$ cat src/rtl/split_eval_seq.sv
`default_nettype none
`timescale 1ns / 1ps
// ============================================================================
// Module   : split_eval_seq
// Purpose  : Sequential split-constraint evaluator. Variables arrive one per
//            cycle over a valid/ready stream. Each index must be delivered
//            exactly once; unique values are accumulated into a sum and an
//            XOR fold. Once NUM_VARS unique indices have been seen, the split
//            constraint is evaluated and x is returned over a valid/ready
//            result handshake.
// Ports    : clk        - clock, rising edge
//            rst_n      - synchronous active-low reset
//            start      - begin a frame (IDLE only)
//            in_valid   - variable word valid
//            in_ready   - high exactly in COLLECT
//            in_idx     - variable index
//            in_data    - variable value (zero-extended by producer)
//            out_valid  - result valid, high exactly in DONE
//            out_ready  - result accepted (DONE only)
//            x          - registered constraint result
//            dup_err    - a duplicate index was seen this frame
//            range_err  - an index >= NUM_VARS was seen this frame
//            busy       - state != IDLE
// Revision : 1.0 - initial release
// ============================================================================
module split_eval_seq #(
    parameter int                                   NUM_VARS   = 30,
    parameter int                                   VAR_W      = 32,
    parameter logic [VAR_W+$clog2(NUM_VARS)-1:0]    SUM_LIMIT  = '1,
    parameter bit                                   PARITY_EN  = 1'b0,
    parameter bit                                   PARITY_VAL = 1'b0
) (
    input  logic                          clk,
    input  logic                          rst_n,
    input  logic                          start,
    input  logic                          in_valid,
    output logic                          in_ready,
    input  logic [$clog2(NUM_VARS)-1:0]   in_idx,
    input  logic [VAR_W-1:0]              in_data,
    output logic                          out_valid,
    input  logic                          out_ready,
    output logic                          x,
    output logic                          dup_err,
    output logic                          range_err,
    output logic                          busy
);

    localparam int IDX_W = $clog2(NUM_VARS);
    localparam int ACC_W = VAR_W + $clog2(NUM_VARS);
    // Counter must be able to represent NUM_VARS itself.
    localparam int CNT_W = $clog2(NUM_VARS + 1);
    localparam logic [CNT_W-1:0] c_LAST_CNT = CNT_W'(NUM_VARS - 1);

    typedef enum logic [1:0] {
        S_IDLE    = 2'd0,
        S_COLLECT = 2'd1,
        S_EVAL    = 2'd2,
        S_DONE    = 2'd3
    } state_t;

    state_t               r_state;
    state_t               w_next;

    logic [NUM_VARS-1:0]  r_seen;
    logic [ACC_W-1:0]     r_sum;
    logic [VAR_W-1:0]     r_xor;
    logic [CNT_W-1:0]     r_count;

    logic                 w_beat;
    logic                 w_idx_oob;
    logic                 w_idx_dup;
    logic                 w_new;
    logic                 w_last;
    logic                 w_eval_x;
    logic [31:0]          w_idx_ext;

    // ------------------------------------------------------------------
    // Beat classification
    // ------------------------------------------------------------------
    assign w_idx_ext = 32'(in_idx);
    assign w_beat    = in_valid && (r_state == S_COLLECT);
    assign w_idx_oob = (w_idx_ext >= 32'(NUM_VARS));
    // The seen-mask lookup is only meaningful for in-range indices.
    assign w_idx_dup = !w_idx_oob && r_seen[in_idx];
    assign w_new     = w_beat && !w_idx_oob && !w_idx_dup;
    assign w_last    = w_new && (r_count == c_LAST_CNT);

    assign w_eval_x  = (r_sum <= SUM_LIMIT)
                     && (!PARITY_EN || ((^r_xor) == PARITY_VAL))
                     && !dup_err
                     && !range_err;

    // ------------------------------------------------------------------
    // State register
    // ------------------------------------------------------------------
    always_ff @(posedge clk) begin
        if (!rst_n) begin
            r_state <= S_IDLE;
        end else begin
            r_state <= w_next;
        end
    end

    // ------------------------------------------------------------------
    // Next-state and handshake outputs
    // ------------------------------------------------------------------
    always_comb begin
        w_next    = r_state;
        in_ready  = 1'b0;
        out_valid = 1'b0;
        busy      = (r_state != S_IDLE);
        case (r_state)
            S_IDLE: begin
                if (start) begin
                    w_next = S_COLLECT;
                end
            end
            S_COLLECT: begin
                in_ready = 1'b1;
                if (w_last) begin
                    w_next = S_EVAL;
                end
            end
            S_EVAL: begin
                w_next = S_DONE;
            end
            S_DONE: begin
                out_valid = 1'b1;
                if (out_ready) begin
                    w_next = S_IDLE;
                end
            end
            default: begin
                w_next = S_IDLE;
            end
        endcase
    end

    // ------------------------------------------------------------------
    // Datapath: seen mask, accumulators, flags and result
    // ------------------------------------------------------------------
    always_ff @(posedge clk) begin
        if (!rst_n) begin
            r_seen    <= '0;
            r_sum     <= '0;
            r_xor     <= '0;
            r_count   <= '0;
            x         <= 1'b0;
            dup_err   <= 1'b0;
            range_err <= 1'b0;
        end else begin
            case (r_state)
                S_IDLE: begin
                    if (start) begin
                        r_seen    <= '0;
                        r_sum     <= '0;
                        r_xor     <= '0;
                        r_count   <= '0;
                        x         <= 1'b0;
                        dup_err   <= 1'b0;
                        range_err <= 1'b0;
                    end
                end
                S_COLLECT: begin
                    if (w_beat) begin
                        if (w_idx_oob) begin
                            range_err <= 1'b1;
                        end else if (w_idx_dup) begin
                            // First value wins; the repeat is dropped.
                            dup_err <= 1'b1;
                        end else begin
                            r_seen[in_idx] <= 1'b1;
                            r_sum          <= r_sum + {{(ACC_W-VAR_W){1'b0}}, in_data};
                            r_xor          <= r_xor ^ in_data;
                            r_count        <= r_count + CNT_W'(1);
                        end
                    end
                end
                S_EVAL: begin
                    x <= w_eval_x;
                end
                default: begin
                    // DONE: result and flags are held.
                end
            endcase
        end
    end

endmodule
`default_nettype wire

$ cat config.mk
export PLATFORM = sky130hd
export DESIGN_NAME = split_eval_seq
export DESIGN_NICKNAME = d
export VERILOG_FILES = /design/src/rtl/split_eval_seq.sv
export SDC_FILE = /design/constraint.sdc
export NUM_CORES = 1
export LEC_CHECK = 0
export CORE_MARGIN = 2
export CORE_UTILIZATION = 45
export DETAILED_ROUTE_END_ITERATION = 6
export GPL_ROUTABILITY_DRIVEN = 0
export GPL_TIMING_DRIVEN = 0
export PLACE_DENSITY = 0.74
export SKIP_CTS_REPAIR_TIMING = 1
export SYNTH_ARGS = -nofsm -noshare
export SYNTH_HDL_FRONTEND = slang
export SYNTH_SLANG_ARGS = --single-unit
$ cat constraint.sdc
create_clock -name clk -period 2 [get_ports clk]
set_input_delay 0.2 -clock clk [delete_from_list [all_inputs] [get_ports clk]]
set_output_delay 0.2 -clock clk [all_outputs]
set_load 0.03 [all_outputs]
After elaboration in Yosys (flattened, before gate mapping) --
Cells that the tools add are included. Widths: inputs -> output; s select.
Operators by class: add/sub/neg operators 2, bitwise operators 1, equality and inequality tests 12, reduce and logical (&&, ||, !) cells 21, muxes and demuxes 34, magnitude comparators 4
Operator list (number):
- $mux 37 | 4
- $mux 30 | 4
- $pmux 37 s2 | 1
- $pmux 30 s2 | 1
- $add 37x32->37 | 1
- $le 37x37->1 const B | 1
- $or 30x30->30 | 1
- $mux 5 | 4
- $ne 2x2->1 const B | 8
- $mux 1 | 10
- $pmux 5 s2 | 1
- $reduce_and 5->1 | 2
- $logic_and 1x1->1 | 8
- $pmux 2 s4 | 1
- $lt 5x6->1 const B | 1
- $mux 2 | 3
- $pmux 1 s2 | 3
- $reduce_bool 2->1 | 3
- $add 5x1->5 const B | 1
- $bmux 1 s5 | 1
- $demux 1 s5 | 1
- $eq 5x5->1 const B | 1
- $ge 5x1->1 const B | 1
- $ge 5x5->1 const B | 1
- 7 further kinds | 11
Word-level totals: bits of input ports 42, output and inout bits 6, register bits 77, logic and storage cells 81

Logic depth before layout (Yosys ltp) --
Gate-level depths: netlist of run 1.
depth after elaboration 9, mapped depth 11, mapped depth without buffers 9

Worst setup path after synthesis of run 1 --
Ideal clock, no wire load.
path type input-to-reg, start point input port in_idx[0], end point register r_seen[28], cell stages on the path 9, path buffers 1, data required time 1.930 ns, setup time 0.070 ns, path slack 0.131 ns, arrival time 1.799 ns, cells stage by stage buf_6 > mux2_4 > o2bb2ai_1 > nor4_2 > mux2_2 > a21boi_2 > nor3_2 > nand2_1 > a21oi_1
Between the ends: longest elaborated chain between the ends 9, elaborated cells on any way between the ends 18, those cells by class 3 x order compare; 2 x eq/ne; 8 x mux; 1 x bitwise; 4 x reduce/logical
Ends and longest elaborated chain:
- start, declared | line 38 | input logic [$clog2(NUM_VARS)-1:0] in_idx,
- $lt 5x6->1 (implied by the code) or $ge 5x1->1 (tied branches) | line 172 | r_seen[in_idx] <= 1'b1;
- $logic_and 1x1->1 (implied by the code) | line 172
- $mux 1 (implied by the code) | line 172
- $demux 1 s5 | line 172
- $or 30x30->30 (no source line)
- $mux 30 | line 168 | end else if (w_idx_dup) begin
- $mux 30 | line 166 | if (w_idx_oob) begin
- $mux 30 | line 165 | if (w_beat) begin
- $pmux 30 s2 | line 152 | case (r_state)
- end signal, assigned | line 144 | r_seen <= '0;
- end signal, assigned | line 155 | r_seen <= '0;
- end signal, assigned by index | line 172
- end, declared | line 64 | logic [NUM_VARS-1:0] r_seen;
Parallel ways exist; a longest one is shown, timed or not. The select of a mux whose other input is x is not followed. A chain may end at the register's enable or synchronous reset.

Final worst setup path of run 1 --
start point register r_seen[28], end point register r_seen[10]
Between the ends: longest elaborated chain between the ends 5
Ends and longest elaborated chain:
- $bmux 1 s5 | line 84 | assign w_idx_dup = !w_idx_oob && r_seen[in_idx];
- $mux 1 (implied by the code) | line 84
- $logic_and 1x1->1 | line 84
- $ne 2x2->1 (no source line)
- $reduce_and 5->1 (no source line)
No other way between the ends. The select of a mux whose other input is x is not followed.

==> results of run 1 <==
==> synthesized netlist by cell type, drive strengths merged <==
| master | count | area share (%) |
|---|---|---|
| and2 | 1 | 0.33 |
| nor3b | 3 | 1.2 |
| nand3 | 4 | 1.1 |
| nand4 | 2 | 0.66 |
| nor4 | 2 | 1.3 |
| o22ai | 6 | 2.0 |
| o2bb2ai | 1 | 0.46 |
| a21boi | 1 | 0.59 |
| nand2 | 7 | 1.5 |
| inv | 7 | 1.4 |
| buf | 9 | 3.2 |
| or3b | 3 | 1.4 |
| a32oi | 1 | 0.46 |
| clkbuf | 9 | 1.8 |
| and3 | 4 | 1.3 |
| mux2 | 2 | 1.4 |
| a211oi | 1 | 0.39 |
| a22oi | 1 | 0.39 |
| mux2i | 16 | 8.4 |
| xor2 | 2 | 0.92 |
| nor3 | 4 | 1.6 |
| ha | 6 | 3.9 |
| a21oi | 34 | 8.9 |
| dfxtp | 40 | 42 |
| nand2b | 3 | 0.99 |
| nor2 | 42 | 8.3 |
| and3b | 1 | 0.46 |
| o21ai | 5 | 1.5 |
| or3 | 2 | 0.66 |
| nand3b | 4 | 1.6 |
==> through the flow <==
step | TNS [ns] | util, % | std cells | instance area [um^2]
floorplan | 0 | - | 223 | 1900
global placement | -21.90 | 52.3 | 287 | 2110
detailed placement | -22.49 | 52.3 | 287 | 2110
CTS | -11.42 | 54.2 | 294 | 2180
global route | -2.63 | 60.8 | 301 | 2450
finish | -0.310 | 60.8 | 301 | 2450
==> final cells by class <==
type	count	area [um^2]	area share (%)
Inverter	7	26.3	1.07
Multi-Input combinational cell	158	1160	47.5
Sequential cell	40	806	32.9
Clock inverter	1	5.00	0.204
Tap cell	50	62.6	2.55
Timing Repair Buffer	21	194	7.91
Buffer	18	121	4.95
Clock buffer	6	72.6	2.96
==> worst min-delay path, stage by stage <==
cell and delay [ns]:
clkbuf_2 0.13, and3_1 0.25, nand2_2 0.09, a21oi_2 0.04
==> state kept, by name (all words and copies together), names as in the netlist <==
| name | cells |
|---|---|
| dup_err | 1 |
| x | 1 |
| r_count | 5 |
| range_err | 1 |
| r_seen | 30 |
| r_state | 2 |
==> layer usage <==
metal	part of all wire [%]	global-route usage [%]
met1	45	22.8
met2	50	26.6
met3	2.7	5.70
met4	2.4	6.54
met5	0	0
==> power by group through the flow <==
stage	combinational, W	sequential, W	clock [W]
final	0.000836	0.000877	0.000505
after global routing	0.000903	0.000885	0.000552
after global placement	0.000651	0.000887	0
after floorplan	0.000466	0.000892	0
after detailed placement	0.000660	0.000890	0
after CTS	0.000663	0.000872	0.000507
==> worst max path at each step <==
stage	start	endpoint	slack, ns
2_1_floorplan	in_idx[0]	r_seen[28]	0.13
3_3_place_gp	in_idx[2]	r_seen[28]	-0.72
3_5_place_dp	in_idx[2]	r_seen[28]	-0.73
4_1_cts	in_idx[2]	r_seen[28]	-0.45
5_1_grt	r_seen[11]	r_seen[19]	-0.13
6_report	r_seen[28]	r_seen[10]	-0.04
==> kinds of logic after synthesis <==
group | count (synthesis) | share of synthesized area, %
buffers and inverters | 25 | 6.31
AO/OA/AOI/OAI | 50 | 14.7
flip-flops | 40 | 42.1
multiplexers | 18 | 9.79
adder cells (fa/ha/maj) | 6 | 3.94
XOR/XNOR | 2 | 0.920
AND/OR/NAND/NOR | 82 | 22.3
==> cell usage in the layout (no fill, tap or decap), types with 4 or more instances in the layout <==
| cell type | netlist | final |
|---|---|---|
| a21oi_2 | 0 | 11 |
| ha_1 | 6 | 5 |
| clkbuf_1 | 9 | 10 |
| clkbuf_8 | 0 | 5 |
| dfxtp_1 | 40 | 36 |
| nand3b_1 | 4 | 4 |
| nor2_1 | 42 | 42 |
| clkdlybuf4s50_1 | 0 | 11 |
| dfxtp_2 | 0 | 4 |
| buf_4 | 1 | 7 |
| a21oi_1 | 34 | 23 |
| and3_1 | 4 | 4 |
| nand2_1 | 6 | 5 |
| buf_6 | 2 | 7 |
| mux2i_1 | 16 | 13 |
| inv_1 | 7 | 7 |
==> impl_metrics.py, run 1 <==
metrics = {
    "run_status": {
        "status": "finished, violations left",
        "violations": "setup timing",
    },
    "setup_path": {
        "rrSetupSlack_ns": -0.04,
        "reg2reg_depth": 10,
        "cp_max_fo": 7,
        "cp.depth": 10,
        "critPathMostFrequentCell": "mux2_4",
        "r2r-start": "r_seen[28]",
        "crit_arrival_ns": 2.28,
        "slowest_delay_ns": 0.32,
        "timing.rr.end": "r_seen[10]",
        "path_cells": "mux2_4, o2bb2ai_4, nor4_4, buf_4, mux2_4, a21boi_4, nor3_4, buf_12, a21oi_1, nor2_1",
        "path_buf_inv": 2,
        "worst_path_max_delay_cell": "dfxtp_2",
        "endpoint_kind": "register",
        "required_ns": 2.24,
        "cp_top_family": "simple AND/OR/NAND/NOR gates",
        "worstSetupStartpointType": "register",
        "crit_type": "reg -> reg",
    },
    "floorplanning": {
        "core_um2": 4030,
        "start_util_pct": 47.3,
        "die_width_um": 69.1,
        "rows": 23,
        "top_level_ports": 48,
        "die_area_um2": 4770,
        "die_y_um": 69.1,
    },
    "cells_and_area": {
        "areaGrowthSynthToFinish_pct": 28.7,
        "drive_gt1_share_pct": 26.7,
        "fillers": 344,
        "fin_nets": 299,
        "num_antenna_cells": 0,
    },
    "pwr": {
        "power_frac_clock_pct": 22.8,
        "vdd_ir_drop_max_mv": 0.623,
        "p_int_w": 0.00143,
        "p_sw_w": 0.000789,
        "comb_power_share_pct": 37.7,
        "leakage_nw": 0.919,
        "p_sw_share_pct": 35.6,
        "p_seq_share_pct": 39.6,
        "powerDensity_nw_per_um2": 905,
        "total_power_w": 0.00222,
    },
    "detailed_routing": {
        "wl_per_cell_um": 15.2,
        "drt-initial-drc-count": 156,
        "ant_nets": 0,
        "wirelength_um": 4590,
        "vias": 1644,
        "dr.pass1.iters": 4,
        "viasPerCell": 5.46,
        "drc": 0,
    },
    "sta": {
        "tightest_slew_ns": 0.615,
        "holdWs_ns": 0.467,
        "relSlewSlack_pct": 58.9,
        "grt_setup_unrepaired": "yes",
        "finalSetupViolations": 13,
        "fin_worst_skew_ns": 0.00721,
        "min_period_ns": 2.04,
        "slew_violations": 0,
        "timing.final.crit_share_pct": 102,
        "hold_viol_final": 0,
        "fmax_mhz": 489,
        "timing.final.ws_setup_ns": -0.0440,
    },
    "cts": {
        "root_buffer": "clkbuf_8",
        "cts_buffers": 5,
        "cts.sinks": 40,
        "worstSkewPairLatency_ns": 0.30,
        "cts_tree": "done",
        "cts.clk_slew.worst_paths_ns": 0.08,
        "clk_path_buf_depth": 2,
        "htree_levels": 2,
    },
    "logic_synthesis": {
        "syn_nets": 271,
        "ys_types": 37,
        "syn_area_um2": 1900,
        "synth_seq_cells": 40,
        "syn_inst": 223,
        "syn_area_per_cell_um2": 8.54,
        "synth_warnings": 0,
        "ys_seq_area_share_pct": 42.0,
    },
    "placement": {
        "hpwl_um": 2880,
        "dp_slack_ns": -0.731,
        "port_buffers": 14,
    },
    "run": {
        "maxCapViolCount": 0,
    },
    "grt": {
        "grt_pass1_vias": 1437,
        "antenna_found_initial": 0,
        "grt.overflow.total": 0,
        "grt_pass1_wl_um": 6570,
        "grt_start_max_net_pins": 12,
        "track_usage_pct": 17.4,
    },
    "min_path": {
        "holdCritStartpoint": "in_idx[3]",
        "holdPathEnd": "r_seen[28]",
        "hold_depth": 4,
        "hold_class": "in -> reg",
    },
}
Note: power is estimated with default switching activity, not from simulation.
==> inputs of run 2 (changes only) <==
--- a/config.mk
+++ b/config.mk
@@ -5,7 +5,9 @@
 export SDC_FILE = /design/constraint.sdc
 export NUM_CORES = 1
 export LEC_CHECK = 0
-export CORE_MARGIN = 2
+export ABC_CLOCK_PERIOD_IN_PS = 2000
+export CORE_ASPECT_RATIO = 0.7
+export CORE_MARGIN = 1
 export CORE_UTILIZATION = 45
 export DETAILED_ROUTE_END_ITERATION = 6
 export GPL_ROUTABILITY_DRIVEN = 0
==> impl_metrics.py, run 2 (same netlist as run 1, synthesis figures left out) <==
metrics = {
    "sta": {
        "tightest_slew_ns": 0.784,
        "timing.final.ws_setup_ns": -0.00882,
        "finalSetupViolations": 1,
        "grt_setup_unrepaired": "yes",
        "fin_worst_skew_ns": 0.0104,
        "timing.final.crit_share_pct": 100,
        "relSlewSlack_pct": 47.6,
        "fmax_mhz": 498,
        "min_period_ns": 2.01,
        "hold_viol_final": 0,
        "slew_violations": 0,
    },
    "cells_and_area": {
        "final_area_um2": 2440,
        "final_cell_mix": "nor2_1, dfxtp_1, a21oi_1",
        "largest_reg_flops": 30,
        "areaGrowthSynthToFinish_pct": 28.1,
        "fin_nets": 300,
        "fillers": 315,
        "drive_gt1_share_pct": 20.9,
        "top_regs": "r_seen x30, r_count x5, r_state x2",
        "largest-register": "r_seen",
        "fin_util_pct": 61.1,
        "num_antenna_cells": 0,
        "final_common_cell": "nor2_1",
    },
    "grt": {
        "grt_pass1_vias": 1339,
        "track_usage_pct": 20.5,
        "antenna_found_initial": 0,
        "grt.overflow.total": 0,
        "grt_pass1_wl_um": 6760,
        "grt_start_max_net_pins": 13,
    },
    "detailed_routing": {
        "ant_nets": 0,
        "vias": 1649,
        "drc": 0,
        "drt-initial-drc-count": 168,
        "wirelength_um": 4600,
        "viasPerCell": 5.41,
        "dr.pass1.iters": 4,
        "wl_per_cell_um": 15.1,
    },
    "floorplanning": {
        "die_area_um2": 4500,
        "start_util_pct": 47.7,
        "rows": 19,
        "top_level_ports": 48,
        "core_um2": 3990,
        "die_width_um": 79.8,
        "die_y_um": 56.4,
    },
    "setup_path": {
        "endpoint_kind": "register",
        "reg2reg_depth": 9,
        "r2r-start": "r_seen[28]",
        "worstSetupEndpoint": "r_seen[18]",
        "rrSetupSlack_ns": -0.009,
        "crit_arrival_ns": 2.24,
        "worstSetupStartpointType": "register",
        "required_ns": 2.23,
        "timing.rr.end": "r_seen[18]",
        "crit_path_start": "r_seen[28]",
        "cp_max_fo": 6,
        "crit_type": "reg -> reg",
    },
    "cts": {
        "cts.clk_slew.worst_paths_ns": 0.07,
        "htree_levels": 2,
        "cts_buffers": 5,
        "clk_path_buf_depth": 2,
        "cts.sinks": 40,
        "cts_tree": "done",
        "worstSkewPairLatency_ns": 0.30,
        "root_buffer": "clkbuf_8",
    },
    "run_status": {
        "status": "finished, violations left",
        "violations": "setup timing",
    },
    "run": {
        "maxCapViolCount": 0,
    },
    "pwr": {
        "vdd_ir_drop_max_mv": 0.562,
        "leakage_nw": 0.975,
        "powerDensity_nw_per_um2": 955,
    },
    "placement": {
        "port_buffers": 14,
        "post_dp_cell_area_um2": 2110,
        "hpwl_um": 3010,
    },
    "min_path": {
        "hold_class": "reg -> reg",
    },
}
==> run 2: routing by layer <==
metal / global-route usage (%) / share of wire, % / up-vias
met2: 27.1 / 44 / 34
li1: - / - / 828
met5: 0 / 0 / -
met3: 7.32 / 5.5 / 7
met4: 6.12 / 1.3 / 0
met1: 30.5 / 49 / 780
==> run 2: worst min path at each step <==
stage / from / to / slack, ns / cells after the start
6_report: r_seen[28] / r_seen[28] / 0.45 / 2
5_1_grt: r_seen[28] / r_seen[28] / 0.46 / 2
4_1_cts: r_seen[28] / r_seen[28] / 0.45 / 2
3_5_place_dp: r_seen[28] / r_seen[28] / 0.44 / 2
3_3_place_gp: r_seen[28] / r_seen[28] / 0.44 / 2
2_1_floorplan: rst_n / r_count[3] / 0.37 / 2
==> run 2: final cells by class <==
cell class                 count  area [um^2]  area share (%)
buffer                        18          121            4.97
clock buffer                   6         72.6            2.97
clock inverter                 2         35.0            1.44
inverter                       7         26.3            1.08
multi-input combinational    158         1100            45.0
sequential                    40          805            33.0
tap                           52         65.1            2.67
timing repair buffer          22          218            8.92
==> run 2: worst max-delay path, cell delays in order (launching register included) <==
cell and delay [ns]:
dfxtp_2 0.32, mux2_4 0.28, o2bb2ai_4 0.14, nor4_4 0.31, mux2_4 0.23, a21boi_4 0.08
nor3_4 0.21, buf_6 0.16, a21oi_1 0.08, nor2_1 0.12
==> run 2: power breakdown <==
part / internal (W) / switching [W]
clock: 0.000370 / 0.000286
sequential: 0.000838 / 0.0000339
combinational: 0.000337 / 0.000465
total: 0.00155 / 0.000785
==> run 2: stage by stage <==
stage / hold slack (ns) / setup TNS (ns) / instances / total power [W] / setup WS (ns)
6_report: 0.446 / -0.00882 / 305 / 0.00233 / -0.00882
5_1_grt: 0.457 / -2.24 / 305 / 0.00246 / -0.105
4_1_cts: 0.454 / -12.20 / 297 / 0.00221 / -0.459
3_5_place_dp: 0.441 / -23.18 / 289 / 0.00155 / -0.769
3_3_place_gp: 0.439 / -22.29 / 289 / 0.00154 / -0.746
2_1_floorplan: 0.366 / 0 / 223 / 0.00136 / 0.131
==> inputs of run 3 (changes only) <==
--- a/config.mk
+++ b/config.mk
@@ -9,6 +9,7 @@
 export CORE_ASPECT_RATIO = 0.7
 export CORE_MARGIN = 1
 export CORE_UTILIZATION = 45
+export CTS_CLUSTER_DIAMETER = 150
 export DETAILED_ROUTE_END_ITERATION = 6
 export GPL_ROUTABILITY_DRIVEN = 0
 export GPL_TIMING_DRIVEN = 0
@@ -17,3 +18,4 @@
 export SYNTH_ARGS = -nofsm -noshare
 export SYNTH_HDL_FRONTEND = slang
 export SYNTH_SLANG_ARGS = --single-unit
+export TNS_END_PERCENT = 10
==> impl_metrics.py, run 3 (same netlist as run 1, synthesis figures left out) <==
metrics = {
    "min_path": {
        "hold_depth": 2,
        "holdPathEnd": "r_seen[28]",
        "hold_class": "reg -> reg",
        "holdCritStartpoint": "r_seen[28]",
    },
    "sta": {
        "holdWs_ns": 0.445,
        "finalSetupViolations": 8,
        "fmax_mhz": 484,
        "timing.final.ws_setup_ns": -0.0650,
        "min_period_ns": 2.06,
        "fin_worst_skew_ns": 0.00777,
        "slew_violations": 0,
        "grt_setup_unrepaired": "yes",
        "hold_viol_final": 0,
        "timing.final.crit_share_pct": 103,
        "tightest_slew_ns": 0.650,
        "relSlewSlack_pct": 56.6,
    },
    "setup_path": {
        "r2r-start": "r_seen[28]",
        "endpoint_kind": "register",
        "crit_type": "reg -> reg",
        "reg2reg_depth": 8,
        "rrSetupSlack_ns": -0.06,
        "cp_max_fo": 7,
        "timing.rr.end": "r_seen[18]",
        "worstSetupStartpointType": "register",
        "required_ns": 2.23,
        "crit_arrival_ns": 2.30,
    },
    "floorplanning": {
        "die_area_um2": 4500,
        "start_util_pct": 47.7,
        "die_y_um": 56.4,
        "core_um2": 3990,
        "top_level_ports": 48,
        "die_width_um": 79.8,
        "rows": 19,
    },
    "cts": {
        "cts.clk_slew.worst_paths_ns": 0.07,
        "clk_path_buf_depth": 2,
        "root_buffer": "clkbuf_8",
        "cts_tree": "done",
        "cts_buffers": 5,
        "worstSkewPairLatency_ns": 0.30,
        "cts.sinks": 40,
        "htree_levels": 2,
    },
    "cells_and_area": {
        "final_cell_mix": "nor2_1, dfxtp_1, a21oi_1",
        "fin_nets": 299,
        "final_common_cell": "nor2_1",
        "drive_gt1_share_pct": 17.1,
        "largest_reg_flops": 30,
        "fin_util_pct": 59.9,
        "top_regs": "r_seen x30, r_count x5, r_state x2",
        "areaGrowthSynthToFinish_pct": 25.6,
        "num_antenna_cells": 0,
        "largest-register": "r_seen",
    },
    "detailed_routing": {
        "wl_per_cell_um": 14.7,
        "wirelength_um": 4460,
        "viasPerCell": 5.32,
        "dr.pass1.iters": 4,
        "ant_nets": 0,
        "vias": 1617,
        "drc": 0,
        "drt-initial-drc-count": 127,
    },
    "placement": {
        "port_buffers": 14,
        "dp_slack_ns": -0.769,
        "hpwl_um": 3010,
    },
    "grt": {
        "grt.overflow.total": 0,
        "grt_pass1_vias": 1339,
        "grt_start_max_net_pins": 13,
        "grt_pass1_wl_um": 6760,
        "track_usage_pct": 20.5,
        "antenna_found_initial": 0,
    },
    "run": {
        "maxCapViolCount": 0,
    },
    "pwr": {
        "total_power_w": 0.00229,
        "powerDensity_nw_per_um2": 958,
        "vdd_ir_drop_max_mv": 0.547,
        "leakage_nw": 0.964,
    },
    "run_status": {
        "violations": "setup timing",
        "status": "finished, violations left",
    },
}
-- run 3: cell type report --
class / instances / area, um^2
plain buffers: 18 / 121
clock buffers: 6 / 72.6
clock inverters: 2 / 35.0
fillers: 327 / 1600
inverters: 7 / 26.3
multi-input cells: 158 / 1060
flip-flops and latches: 40 / 805
well taps: 52 / 65.1
repair buffers: 21 / 203
-- run 3: worst max-delay path by stage --
stage | cells after the start | slack, ns | to | startpoint
6_report | 8 | -0.06 | r_seen[18] | r_seen[28]
3_3_place_gp | 10 | -0.75 | r_seen[28] | in_idx[2]
5_1_grt | 9 | -0.17 | r_seen[26] | r_state[1]
2_1_floorplan | 9 | 0.13 | r_seen[28] | in_idx[0]
3_5_place_dp | 10 | -0.77 | r_seen[24] | in_idx[2]
4_1_cts | 10 | -0.46 | r_seen[24] | in_idx[2]
-- run 3: worst max-delay path, cell delays in order (launching register included) --
cell	delay, ns
dfxtp_2	0.32
mux2_4	0.28
o2bb2ai_4	0.14
nor4_4	0.31
mux2_4	0.23
a21boi_4	0.08
nor3_4	0.38
a21oi_1	0.14
nor2_1	0.11
-- run 3: layer usage --
layer | track usage (%) | share of wire [%] | up-vias
li1 | - | - | 823
met1 | 30.5 | 50 | 755
met2 | 27.1 | 44 | 36
met3 | 7.32 | 5.6 | 3
met4 | 6.12 | 0.29 | 0
met5 | 0 | 0 | -
-- run 3: where the power goes --
group / switching [W] / internal (W)
sequential: 0.0000336 / 0.000838
combinational: 0.000450 / 0.000321
clock: 0.000278 / 0.000370
-- run 3: metrics by stage --
stage	setup TNS, ns	instances	area [um^2]
after global placement	-22.29	289	2110
final	-0.313	304	2390
after detailed placement	-23.18	289	2110
after CTS	-12.20	297	2220
after global routing	-2.54	304	2390
after floorplan	0	223	1900
